$ cat config.mk
export PLATFORM = sky130hd
export DESIGN_NAME = rca_share_arbiter
export DESIGN_NICKNAME = d
export VERILOG_FILES = /design/src/rtl/rca_share_pkg.sv /design/src/rtl/ripple_carry_adder.sv /design/src/rtl/rr_arbiter.sv /design/src/rtl/rca_share_arbiter.sv
export SDC_FILE = /design/constraint.sdc
export NUM_CORES = 1
export LEC_CHECK = 0
export ABC_CLOCK_PERIOD_IN_PS = 42000
export BUFFER_PORTS_ARGS = -buffer_cell sky130_fd_sc_hd__buf_4
export CAP_MARGIN = 30
export CORE_MARGIN = 8
export CORE_UTILIZATION = 51
export DETAILED_ROUTE_END_ITERATION = 6
export HOLD_SLACK_MARGIN = 0.03
export PLACE_DENSITY_LB_ADDON = 0.3
export SLEW_MARGIN = 20
export SYNTH_ARGS = -nofsm -noshare
export SYNTH_HDL_FRONTEND = slang
export SYNTH_SLANG_ARGS = --single-unit
$ cat constraint.sdc
create_clock -name clk -period 42 [get_ports clk]
set_input_delay 2.1 -clock clk [delete_from_list [all_inputs] [get_ports clk]]
set_output_delay 2.1 -clock clk [all_outputs]
set_load 0.01 [all_outputs]
$ cat src/rtl/rca_share_pkg.sv
// Shared definitions for the shared ripple-carry adder arbiter.
package rca_share_pkg;

  localparam logic OP_ADD = 1'b0;
  localparam logic OP_SUB = 1'b1;

  // Tag width for n requesters, never narrower than one bit.
  function automatic int unsigned clog2_min1(input int unsigned n);
    return (n < 2) ? 1 : $clog2(n);
  endfunction

endpackage

$ cat src/rtl/ripple_carry_adder.sv
// Combinational ripple-carry adder/subtractor; the carry-out is dropped so results wrap.
module ripple_carry_adder #(
  parameter int unsigned BUS_WIDTH = 32
) (
  input  logic [BUS_WIDTH-1:0] in1,
  input  logic [BUS_WIDTH-1:0] in2,
  input  logic                 add_sub_b,
  output logic [BUS_WIDTH-1:0] out
);

  logic [BUS_WIDTH-1:0] b_eff;

  assign b_eff = in2 ^ {BUS_WIDTH{add_sub_b}};

  always_comb begin
    logic c;
    c   = add_sub_b;
    out = '0;
    for (int i = 0; i < BUS_WIDTH; i++) begin
      out[i] = in1[i] ^ b_eff[i] ^ c;
      c      = (in1[i] & b_eff[i]) | (c & (in1[i] ^ b_eff[i]));
    end
  end

endmodule

$ cat src/rtl/rr_arbiter.sv
// Round-robin arbiter: lowest requester at or above the pointer wins, wrapping to 0.
module rr_arbiter
  import rca_share_pkg::*;
#(
  parameter  int unsigned N    = 4,
  localparam int unsigned IdxW = clog2_min1(N)
) (
  input  logic            clk,
  input  logic            rst_n,
  input  logic [N-1:0]    req,
  input  logic            advance,
  output logic [N-1:0]    grant,
  output logic [IdxW-1:0] grant_idx
);

  logic [IdxW-1:0] ptr_q, ptr_d;
  logic [N-1:0]    hi_mask, req_hi, cand;

  always_comb begin
    hi_mask = '0;
    for (int i = 0; i < N; i++) begin
      hi_mask[i] = (i >= int'(ptr_q));
    end
    req_hi = req & hi_mask;
    // Nothing at or above the pointer: fall back to the wrapped search from 0.
    cand   = (|req_hi) ? req_hi : req;

    grant     = '0;
    grant_idx = '0;
    for (int i = N - 1; i >= 0; i--) begin
      if (cand[i]) begin
        grant     = '0;
        grant[i]  = 1'b1;
        grant_idx = IdxW'(i);
      end
    end

    ptr_d = ptr_q;
    if (advance) begin
      ptr_d = (grant_idx == IdxW'(N - 1)) ? '0 : grant_idx + 1'b1;
    end
  end

  always_ff @(posedge clk or negedge rst_n) begin
    if (!rst_n) begin
      ptr_q <= '0;
    end else begin
      ptr_q <= ptr_d;
    end
  end

endmodule

$ cat src/rtl/rca_share_arbiter.sv
// Shares one ripple-carry adder among NUM_REQ requesters through a two-stage
// pipeline (operand stage A, result stage B) with a tagged valid/ready response.
module rca_share_arbiter
  import rca_share_pkg::*;
#(
  parameter  int unsigned BUS_WIDTH = 32,
  parameter  int unsigned NUM_REQ   = 4,
  localparam int unsigned ID_WIDTH  = clog2_min1(NUM_REQ)
) (
  input  logic                         clk,
  input  logic                         rst_n,
  input  logic [NUM_REQ-1:0]           req_valid,
  output logic [NUM_REQ-1:0]           req_ready,
  input  logic [NUM_REQ-1:0]           req_add_sub_b,
  input  logic [NUM_REQ*BUS_WIDTH-1:0] req_in1,
  input  logic [NUM_REQ*BUS_WIDTH-1:0] req_in2,
  output logic                         rsp_valid,
  input  logic                         rsp_ready,
  output logic [BUS_WIDTH-1:0]         rsp_out,
  output logic [ID_WIDTH-1:0]          rsp_id
);

  logic                 a_valid_q, a_op_q;
  logic [BUS_WIDTH-1:0] a_in1_q, a_in2_q;
  logic [ID_WIDTH-1:0]  a_id_q;
  logic                 b_valid_q;
  logic [BUS_WIDTH-1:0] b_out_q;
  logic [ID_WIDTH-1:0]  b_id_q;

  logic                 b_load, a_free, accept;
  logic [NUM_REQ-1:0]   grant;
  logic [ID_WIDTH-1:0]  grant_idx;
  logic [BUS_WIDTH-1:0] sel_in1, sel_in2, sum;
  logic                 sel_op;

  assign b_load = a_valid_q && (!b_valid_q || rsp_ready);
  assign a_free = !a_valid_q || b_load;

  // Gated by rst_n so no requester sees a handshake while reset is held.
  assign req_ready = (rst_n && a_free) ? grant : '0;
  assign accept    = |(req_valid & req_ready);

  rr_arbiter #(
    .N(NUM_REQ)
  ) u_arb (
    .clk      (clk),
    .rst_n    (rst_n),
    .req      (req_valid),
    .advance  (accept),
    .grant    (grant),
    .grant_idx(grant_idx)
  );

  always_comb begin
    sel_in1 = '0;
    sel_in2 = '0;
    sel_op  = OP_ADD;
    for (int i = 0; i < NUM_REQ; i++) begin
      if (grant[i]) begin
        sel_in1 = req_in1[i*BUS_WIDTH +: BUS_WIDTH];
        sel_in2 = req_in2[i*BUS_WIDTH +: BUS_WIDTH];
        sel_op  = req_add_sub_b[i];
      end
    end
  end

  ripple_carry_adder #(
    .BUS_WIDTH(BUS_WIDTH)
  ) u_add (
    .in1      (a_in1_q),
    .in2      (a_in2_q),
    .add_sub_b(a_op_q == OP_SUB),
    .out      (sum)
  );

  always_ff @(posedge clk or negedge rst_n) begin
    if (!rst_n) begin
      a_valid_q <= 1'b0;
      a_op_q    <= OP_ADD;
      a_in1_q   <= '0;
      a_in2_q   <= '0;
      a_id_q    <= '0;
      b_valid_q <= 1'b0;
      b_out_q   <= '0;
      b_id_q    <= '0;
    end else begin
      if (a_free) begin
        a_valid_q <= accept;
        if (accept) begin
          a_in1_q <= sel_in1;
          a_in2_q <= sel_in2;
          a_op_q  <= sel_op;
          a_id_q  <= grant_idx;
        end
      end
      if (b_load) begin
        b_valid_q <= 1'b1;
        b_out_q   <= sum;
        b_id_q    <= a_id_q;
      end else if (rsp_ready) begin
        b_valid_q <= 1'b0;
      end
    end
  end

  assign rsp_valid = b_valid_q;
  assign rsp_out   = b_out_q;
  assign rsp_id    = b_id_q;

endmodule

======== Word level (Yosys, flattened, before mapping) ========
Cells that the tools add are included.
word-level totals
  register bits after elaboration ......... 105
  logic and storage cells ................. 209
cells by class
  $add $sub $neg .......................... 1
  order comparisons ....................... 3
  equality and inequality tests ........... 1
  muxes and demuxes ....................... 25
  bitwise gates (word level) .............. 160
  reductions and logical operators ........ 10
operator list
  cell                 number
  $mux 32              8
  $xor 1x1->1          64
  $and 1x1->1          62
  $xor 32x32->32       1
  $or 1x1->1           31
  $mux 4               6
  $mux 2               5
  $and 4x4->4          2
  $reduce_or 4->1      2
  $mux 1               6
  $ge 1x2->1 const A   2
  $add 2x1->2 const B  1
  $eq 2x2->1 const B   1
  $ge 2x2->1 const A   1
  $logic_and 1x1->1    2
  $logic_not 1->1      2
  $logic_or 1x1->1     2
  $reduce_and 2->1     1
  $reduce_bool 2->1    1

======== Depth between registers and ports, before layout ========
Gate-level depths: netlist of run 1.
  depth in word-level cells ............... 65
  mapped depth ............................ 38

======== Hierarchy ========
Synthesis of run 1 repeated with hierarchy kept, for this count alone.
second synthesis, totals
  cell total of the unflattened synthesis .. 638
  area total of the unflattened synthesis .. 6,568.8 sq um
modules (own cells, without submodules)
  module              instances  cells each  area an instance (sq um)
  rca_share_arbiter   1          469         5,041.1
  ripple_carry_adder  1          129         1,197.4
  rr_arbiter          1          40          330.3

======== Worst setup path after synthesis of run 1 ========
Ideal clock, no wire load.
  path type ............................... reg2reg
  from .................................... register a_op_q
  to ...................................... register b_out_q[31], in the netlist rsp_out[31]
  data arrival time ....................... 13.893 ns
  required time ........................... 41.863 ns
  setup slack ............................. 27.970 ns
  cell stages (with the launch flop) ...... 39
  period minus slack after synthesis ...... 14.030 ns
  cells stage by stage .................... dfrtp_1 clkbuf_1 buf_1 mux2i_1 fa_1 fa_1 fa_1 fa_1 fa_1 fa_1 fa_1 fa_1 fa_1 fa_1 fa_1 fa_1 fa_1 fa_1 [... 3 more ...] inv_1 fa_1 fa_1 fa_1 fa_1 fa_1 fa_1 fa_1 fa_1 fa_1 fa_1 fa_1 fa_1 fa_1 fa_1 xor2_1 xnor2_1 o21ai_0
between the ends
  word-level cells in the longest chain between the ends .. 65
  elaborated cells between the ends (all ways) .. 127
ends and longest elaborated chain
  item                    RTL line                  text
  start, declared         rca_share_arbiter.sv:23   logic a_valid_q, a_op_q;
  start signal, assigned  rca_share_arbiter.sv:92   a_op_q <= sel_op;
  $xor 32x32->32          ripple_carry_adder.sv:13  assign b_eff = in2 ^ {BUS_WIDTH{add_sub_b}};
  $xor 1x1->1             ripple_carry_adder.sv:21  c = (in1[i] & b_eff[i]) | (c & (in1[i] ^ b_eff[i]));
  $and 1x1->1             ripple_carry_adder.sv:21
  $or 1x1->1              ripple_carry_adder.sv:21
  $and 1x1->1             ripple_carry_adder.sv:21
  $or 1x1->1              ripple_carry_adder.sv:21
  $and 1x1->1             ripple_carry_adder.sv:21
  $or 1x1->1              ripple_carry_adder.sv:21
  [... 49 more ...]       -
  $or 1x1->1              ripple_carry_adder.sv:21
  $and 1x1->1             ripple_carry_adder.sv:21
  $or 1x1->1              ripple_carry_adder.sv:21
  $and 1x1->1             ripple_carry_adder.sv:21
  $or 1x1->1              ripple_carry_adder.sv:21
  $and 1x1->1             ripple_carry_adder.sv:21
  $or 1x1->1              ripple_carry_adder.sv:21
  $xor 1x1->1 (*)         ripple_carry_adder.sv:20  out[i] = in1[i] ^ b_eff[i] ^ c;
  end signal, assigned    rca_share_arbiter.sv:98   b_out_q <= sum;
  end, declared           rca_share_arbiter.sv:27   logic [BUS_WIDTH-1:0] b_out_q;
Every way passes the cells marked *; elsewhere a longest branch is shown, timed or not.
A chain may end at the register's enable or synchronous reset.

======== Worst setup path in the final report of run 1 ========
  from .................................... register a_in2_q[0]
  to ...................................... register b_out_q[31], in the netlist rsp_out[31]
between the ends
  word-level cells in the longest chain between the ends .. 65
  elaborated cells between the ends (all ways) .. 66
ends and longest elaborated chain
  item                    RTL line                  text
  start, declared         rca_share_arbiter.sv:24   logic [BUS_WIDTH-1:0] a_in1_q, a_in2_q;
  start signal, assigned  rca_share_arbiter.sv:91   a_in2_q <= sel_in2;
  $xor 32x32->32 (*)      ripple_carry_adder.sv:13
  $xor 1x1->1             ripple_carry_adder.sv:21
  $and 1x1->1             ripple_carry_adder.sv:21
  $or 1x1->1 (*)          ripple_carry_adder.sv:21
  $and 1x1->1 (*)         ripple_carry_adder.sv:21
  $or 1x1->1 (*)          ripple_carry_adder.sv:21
  $and 1x1->1 (*)         ripple_carry_adder.sv:21
  $or 1x1->1 (*)          ripple_carry_adder.sv:21
  [... 49 more ...]       -
  $or 1x1->1 (*)          ripple_carry_adder.sv:21
  $and 1x1->1 (*)         ripple_carry_adder.sv:21
  $or 1x1->1 (*)          ripple_carry_adder.sv:21
  $and 1x1->1 (*)         ripple_carry_adder.sv:21
  $or 1x1->1 (*)          ripple_carry_adder.sv:21
  $and 1x1->1 (*)         ripple_carry_adder.sv:21
  $or 1x1->1 (*)          ripple_carry_adder.sv:21
  $xor 1x1->1 (*)         ripple_carry_adder.sv:20
Marked as above.

==> results of run 1 <==
## state kept, by name, summed over array words and instances (netlist names)
register     flops
a_valid_q        1
a_op_q           1
rsp_id           2
rsp_valid        1
a_in1_q         32
u_arb.ptr_q      2
a_in2_q         32
a_id_q           2
rsp_out         32
## placed cells by master (no fill, tap or decap), types with 2 or more instances in the layout
master and instances:
mux2_2 2, nand2b_1 5, a21o_1 4, and2_1 2, dfrtp_1 104, inv_1 35
buf_16 2, clkbuf_16 9, nor2_1 6, xnor2_1 33, a22oi_1 4, o21ai_0 90
buf_4 311, a21oi_1 27, a2bb2oi_1 2, clkinv_2 3, o21ai_1 50, fa_1 30
nand2_1 36, a22oi_2 49, a221oi_1 65, xor2_1 2, o22ai_1 12
## final timing paths
kind                             from           to  slack (ps)  depth (start not counted)
setup / recovery           a_in2_q[0]  rsp_out[31]       27980                         36
hold / removal             rsp_out[6]   rsp_out[6]         490                          2
min in group asynchronous       rst_n  a_in1_q[14]        1760                          1
max in group asynchronous       rst_n       a_op_q       38950                          2
setup reg to reg           a_in2_q[0]  rsp_out[31]       27980                         36
hold reg to reg            rsp_out[6]   rsp_out[6]         490                          2
## worst min-delay path, stage by stage, from the launching register on
cell,delay [ps]
dfrtp_1,350
nand2_1,50
o21ai_0,60
## report_power, final
part           switching [W]   total, W  leakage (nW)  internal, W
registers          0.0000417   0.000192          1.29     0.000151
clock network      0.0000382  0.0000799         0.135    0.0000417
logic               0.000180   0.000342          2.58     0.000162
total               0.000260   0.000614          4.00     0.000355
## area by class of cell
class,instances,area [um^2]
Timing Repair Buffer,315,2421
Inverter,36,137.6
Sequential cell,105,2629
Tap cell,172,215.2
Multi-Input combinational cell,438,3506
Clock buffer,11,242.7
Fill cell,961,3334
Clock inverter,5,31.28
## logic make-up (layout without fill, tap and decap cells)
group	Yosys count	in the layout	share of synthesized area, %
compound gates	311	311	34.46
flops	105	105	40.40
buf+inv	96	367	6.637
simple gates	59	59	4.059
xor+xnor	35	35	4.713
fa+ha+maj	30	30	9.234
mux	3	3	0.5002
## routing by layer
layer / up-vias / GRT usage [%] / wire, um
met5: - / 0 / 0
met4: 0 / 10.99 / 827
met3: 55 / 7.944 / 1752
met2: 347 / 49.17 / 12050
met1: 3083 / 32.26 / 8833
li1: 2908 / - / -
## per-stage QoR
stage | utilization [%] | cell area [um^2] | hold WS [ps] | worst slack, ps | power (W)
after floorplan | - | 6504 | 457.2 | 27970 | 0.0004106
after global routing | 73.36 | 9183 | 511.8 | 27370 | 0.0006702
after global placement | 70.48 | 8822 | 464.4 | 28110 | 0.0005142
final | 73.36 | 9183 | 485.3 | 27980 | 0.0006143
after detailed placement | 70.95 | 8881 | 472.9 | 27890 | 0.0005389
after CTS | 73.14 | 9155 | 489.2 | 27850 | 0.0006185
==> key figures, run 1 <==
Run status
  – Status: finished, final reports clean

Job
  – Max-cap violations: 0

Power and ir drop
  – Pwr/cell area: roughly 67 mW/mm^2
  – Peak VDD IR: slightly below 0.00003 V
  – P_leak: approximately 4 nW

Global routing
  – Initial antenna violation count: 0
  – Remaining global-route overflow: 0
  – GRT Resource Usage Total: 28.26%
  – Vias in the first global route: roughly 6900
  – Largest net degree at the start of global routing: between 60 and 70
  – Global-route wire length before repair: between 30 and 40 mm

Synth
  – Synth Flop Type: dfrtp_1
  – Most common cell in the synthesized netlist: dfrtp_1
  – Yosys warns: 0
  – Syn avg cell area: between 10 and 15 um^2
  – Post-synthesis sequential area ratio: ~40%
  – Mapped Nets: between 900 and 1000
  – Yosys top cell by area: dfrtp_1
  – Count of cell types in the netlist: 40
  – Mapped cell area: 0.006504 mm^2
  – Synth area leaders: dfrtp_1 (40%), a22oi_2 (9.4%), fa_1 (9.2%)
  – Post-synth EDFFs: 0
  – FF+latch count, synth: about 110
  – Leading cell types by count after synthesis: dfrtp_1 (105), o21ai_0 (90), a221oi_1 (66), o21ai_1 (50), a22oi_2 (49)
  – Syn Inst Count: ~640
  – Asr flop ratio synth: 100.0%
  – Top cell type's share of synthesized area: ~40%

STA
  – Final Hold Viols: 0
  – Final setup viols: 0
  – Maximum clock rate: slightly above 70 MHz
  – Max_slew headroom: about 33%
  – Slew Limit Fails: 0
  – Fin crit period: around 14000 ps
  – Final clock skew: 10.48 ps
  – Setup TNS: 0 ps
  – Worst slew pin tran: about 1000 ps
  – RSZ-0062 raised after global routing: false
  – Final period util: about a third

Setup path
  – Crit-path most repeated cell: fa_1
  – Slowest CP cell: fa_1
  – Crit path required time: ~42000 ps
  – Critical Path Fanout Max: 3
  – Largest stage delay on the critical path: roughly 460 ps
  – Bufs and invs on worst path: 2
  – Worst EP arrival: 14230 ps
  – Setup crit start kind: flip-flop
  – Setup Crit Path Kind: flip-flop to flip-flop
  – CP Capture Type: flip-flop
  – Family with the most delay on the worst path: adder cells

Clocking
  – Post-CTS Setup Inserts: 0
  – Clock tree buffer depth: 2
  – Clock latency on the worst-skew pair: roughly 360 ps
  – CTS Buf Count: 9
  – H-tree Lvls: 3
  – Clock sinks: between 100 and 150
  – Clk slew on worst S/H paths: approximately 70 ps
  – # resized after CTS: 0
  – Root buffer cell: clkbuf_16
  – CTS tree: built
  – Post-CTS Hold Buffers: 0

Finish
  – Share of cells above drive strength 1: 43.08%
  – # nets final: between 1000 and 1500
  – Cell Count, Final, Fillers Out: 1082
  – ANT cells: 0
  – Synthesis-to-layout area growth: 41.19%

Route
  – Remaining DRCs: 0
  – Via-to-Cell Ratio: roughly 5.9
  – First-pass DRT Iterations: 5
  – WL/cell: roughly 22 um
  – Antenna viol nets, final: 0
  – WL final: 23.47 mm
  – Initial DRC count: about 450
  – Via count: 6393

Floorplanning
  – Die area: between 0.015 and 0.02 mm^2
  – Die Height: about 130 um
  – Die width: 128.9 um
  – Core footprint: about 0.013 mm^2
  – Initial core utilization: approximately half
  – I/O Pins: between 300 and 400
  – FP Rows: 41

Placement
  – Placed Cells: ~1100
  – I/O Buffers: 305
  – Hpwl dp: 17.99 mm
  – Placer Congestion: 0.9296

Hold path
  – Hold Crit Class: flip-flop to flip-flop
(Power assumes the default switching activity.)
==> run 2: changes to the inputs <==
ABC_CLOCK_PERIOD_IN_PS = 14550   (was 42000)
CORE_UTILIZATION = 48   (was 51)
clock period = 14.55 ns   (was 42 ns; I/O delays follow)
==> run 2 against run 1 <==
Net effect:
- clock power grew to 2.8 times the previous value
- global-route usage shrank 2.5 points
- combinational power grew to 2.9 times the previous value
- sequential share of layout area is essentially flat
- highest routed layer unchanged
- critical endpoint unchanged
- via count shrank 2.7%
- critical path type unchanged
- critical path depth is the same
- cell count grew 0.37%
==> key figures, run 2 (same netlist as run 1, synthesis figures left out) <==
Hold path
  – Hold Crit Class: input port to async pin (was flip-flop to flip-flop)

Route
  – Remaining DRCs: 0 (unchanged)
  – First-pass DRT Iterations: 5 (unchanged)
  – WL/cell: 21.09 um (was 21.69 um)
  – Antenna viol nets, final: 0 (unchanged)
  – Via count: 6223 (was 6393)
  – WL final: 22.90 mm (was 23.47 mm)
  – Via-to-Cell Ratio: 5.730 (was 5.909)
  – Initial DRC count: 394 (was 451)

Placement
  – Placed Area: 0.008862 mm^2 (was 0.008881 mm^2)
  – I/O Buffers: 305 (unchanged)
  – Placer Congestion: 0.8244 (was 0.9296)
  – Hpwl dp: 17.33 mm (was 17.99 mm)

Power and ir drop
  – Peak VDD IR: 0.0001005 V (was 0.00002930 V)
  – Psw: 0.0007392 W (was 0.0002597 W)
  – Sequential power share: 31.0% (was 31.3%)
  – P_int: 0.001028 W (was 0.0003546 W)
  – Pwr/cell area: 192.6 mW/mm^2 (was 66.90 mW/mm^2)
  – Sw Share: 41.83% (was 42.28%)
  – Pwr Total: 0.001767 W (was 0.0006143 W)
  – P_leak: 4.000 nW (was 4.004 nW)
  – Clock power frac: 12.5% (was 13.0%)
  – Comb pwr share: 56.5% (was 55.7%)

Setup path
  – Critical Path Fanout Max: 3 (unchanged)
  – CP Capture Type: flip-flop (unchanged)
  – Slowest CP cell: fa_1 (unchanged)
  – Setup Crit Path Kind: flip-flop to flip-flop (unchanged)
  – Largest stage delay on the critical path: 470 ps (was 460 ps)
  – Crit path required time: 14750 ps (was 42210 ps)
  – Crit-path most repeated cell: fa_1 (unchanged)
  – R2R depth: 36 (unchanged)
  – Setup crit start kind: flip-flop (unchanged)
  – Worst EP arrival: 14210 ps (was 14230 ps)

Floorplanning
  – Die width: 132.4 um (was 128.9 um)
  – FP Rows: 42 (was 41)
  – Die area: 0.01753 mm^2 (was 0.01662 mm^2)
  – Core footprint: 0.01324 mm^2 (was 0.01252 mm^2)
  – Die Height: 132.4 um (was 128.9 um)
  – I/O Pins: 306 (unchanged)
  – Initial core utilization: 49.11% (was 51.96%)

Global routing
  – Vias in the first global route: 6521 (was 6884)
  – Initial antenna violation count: 0 (unchanged)
  – Largest net degree at the start of global routing: 68 (was 67)
  – Global-route wire length before repair: 35.84 mm (was 36.38 mm)
  – GRT Resource Usage Total: 25.81% (was 28.26%)
  – Remaining global-route overflow: 0 (unchanged)

Finish
  – Share of cells above drive strength 1: 42.79% (was 43.08%)
  – Commonest non-fill, non-tap cells in the layout: buf_4 (313), dfrtp_1 (104), o21ai_0 (90), a221oi_1 (65), o21ai_1 (50) (was buf_4 (311), dfrtp_1 (104), o21ai_0 (90), a221oi_1 (65), o21ai_1 (50))
  – Synthesis-to-layout area growth: 41.07% (was 41.19%)
  – # nets final: 1203 (was 1202)
  – Final Cell Area: 0.009175 mm^2 (was 0.009183 mm^2)
  – Leading cell type in the layout, fill and taps excluded: buf_4 (unchanged)

Clocking
  – Clock tree buffer depth: 2 (unchanged)
  – Clock sinks: 105 (unchanged)
  – Post-CTS Hold Buffers: 0 (unchanged)
  – Clk slew on worst S/H paths: 70 ps (about the same)
  – H-tree Lvls: 3 (unchanged)
  – Clock latency on the worst-skew pair: 350 ps (was 360 ps)
  – CTS Buf Count: 9 (unchanged)
  – CTS tree: built (unchanged)
  – # resized after CTS: 0 (unchanged)
  – Post-CTS Setup Inserts: 0 (unchanged)
  – Root buffer cell: clkbuf_16 (unchanged)

Run status
  – Status: finished, final reports clean (unchanged)

Job
  – Max-cap violations: 0 (unchanged)

STA
  – Final setup viols: 0 (unchanged)
  – Maximum clock rate: 71.36 MHz (was 71.34 MHz)
  – Setup TNS: 0 ps (unchanged)
  – Final clock skew: 6.331 ps (was 10.48 ps)
  – Worst slew pin tran: 889.2 ps (was 1002 ps)
  – Final period util: 96.32% (was 33.38%)
  – Slew Limit Fails: 0 (unchanged)
  – Fin crit period: 14010 ps (was 14020 ps)
  – Max_slew headroom: 40.72% (was 33.17%)
  – RSZ-0062 raised after global routing: false (unchanged)
  – Final Hold Viols: 0 (unchanged)
-- run 2: worst paths after layout --
check / end / from / slack, ps
hold reg to reg: rsp_out[23] / rsp_out[23] / 480
min in group clk: rsp_out[23] / rsp_out[23] / 480
setup / recovery: rsp_out[31] / a_in2_q[0] / 540
max in group asynchronous: a_in2_q[19] / rst_n / 12950
hold / removal: a_in1_q[14] / rst_n / 430
setup reg to reg: rsp_out[31] / a_in2_q[0] / 540
-- run 2: power groups by stage --
stage / registers, W / clock network [W] / logic [W]
6_report: 0.000547 / 0.000221 / 0.000999
5_1_grt: 0.000563 / 0.000235 / 0.00113
4_1_cts: 0.000547 / 0.000224 / 0.00101
3_5_place_dp: 0.000551 / 0 / 0.00101
3_3_place_gp: 0.000544 / 0 / 0.000969
2_1_floorplan: 0.000538 / 0 / 0.000647
-- run 2: final cells by class --
cell class,instances,area [um^2]
tap,176,220.2
clock buffer,13,250.2
inverter,36,137.6
sequential,105,2629
clock inverter,1,5.005
antenna,1,2.502
timing repair buffer,316,2425
multi-input combinational,438,3506
fill,1112,4068
-- run 2: per-stage QoR --
step / setup WS [ps] / hold WS [ps] / std cells / util, %
after floorplan: 520.4 / 431.9 / 639 / -
after global placement: 664.4 / 463.6 / 1068 / 66.77
after detailed placement: 474.7 / 472.0 / 1069 / 66.92
after CTS: 417.2 / 462.7 / 1083 / 68.85
after global routing: 31.22 / 491.2 / 1085 / 69.26
final: 535.6 / 432.4 / 1086 / 69.28
-- run 2: critical path: cells and delay by family (launching register included) --
family	cells	cell delay [ps]
flops	1	420
compound gates	1	90
xor+xnor	2	310
buf+inv	2	130
fa+ha+maj	30	12750
mux	1	150
-- run 2: metal layers --
layer / track usage [%] / wire length (um)
met5: 0 / 0
met4: 7.634 / 439
met3: 7.965 / 1752
met2: 45.19 / 11920
met1: 29.55 / 8788
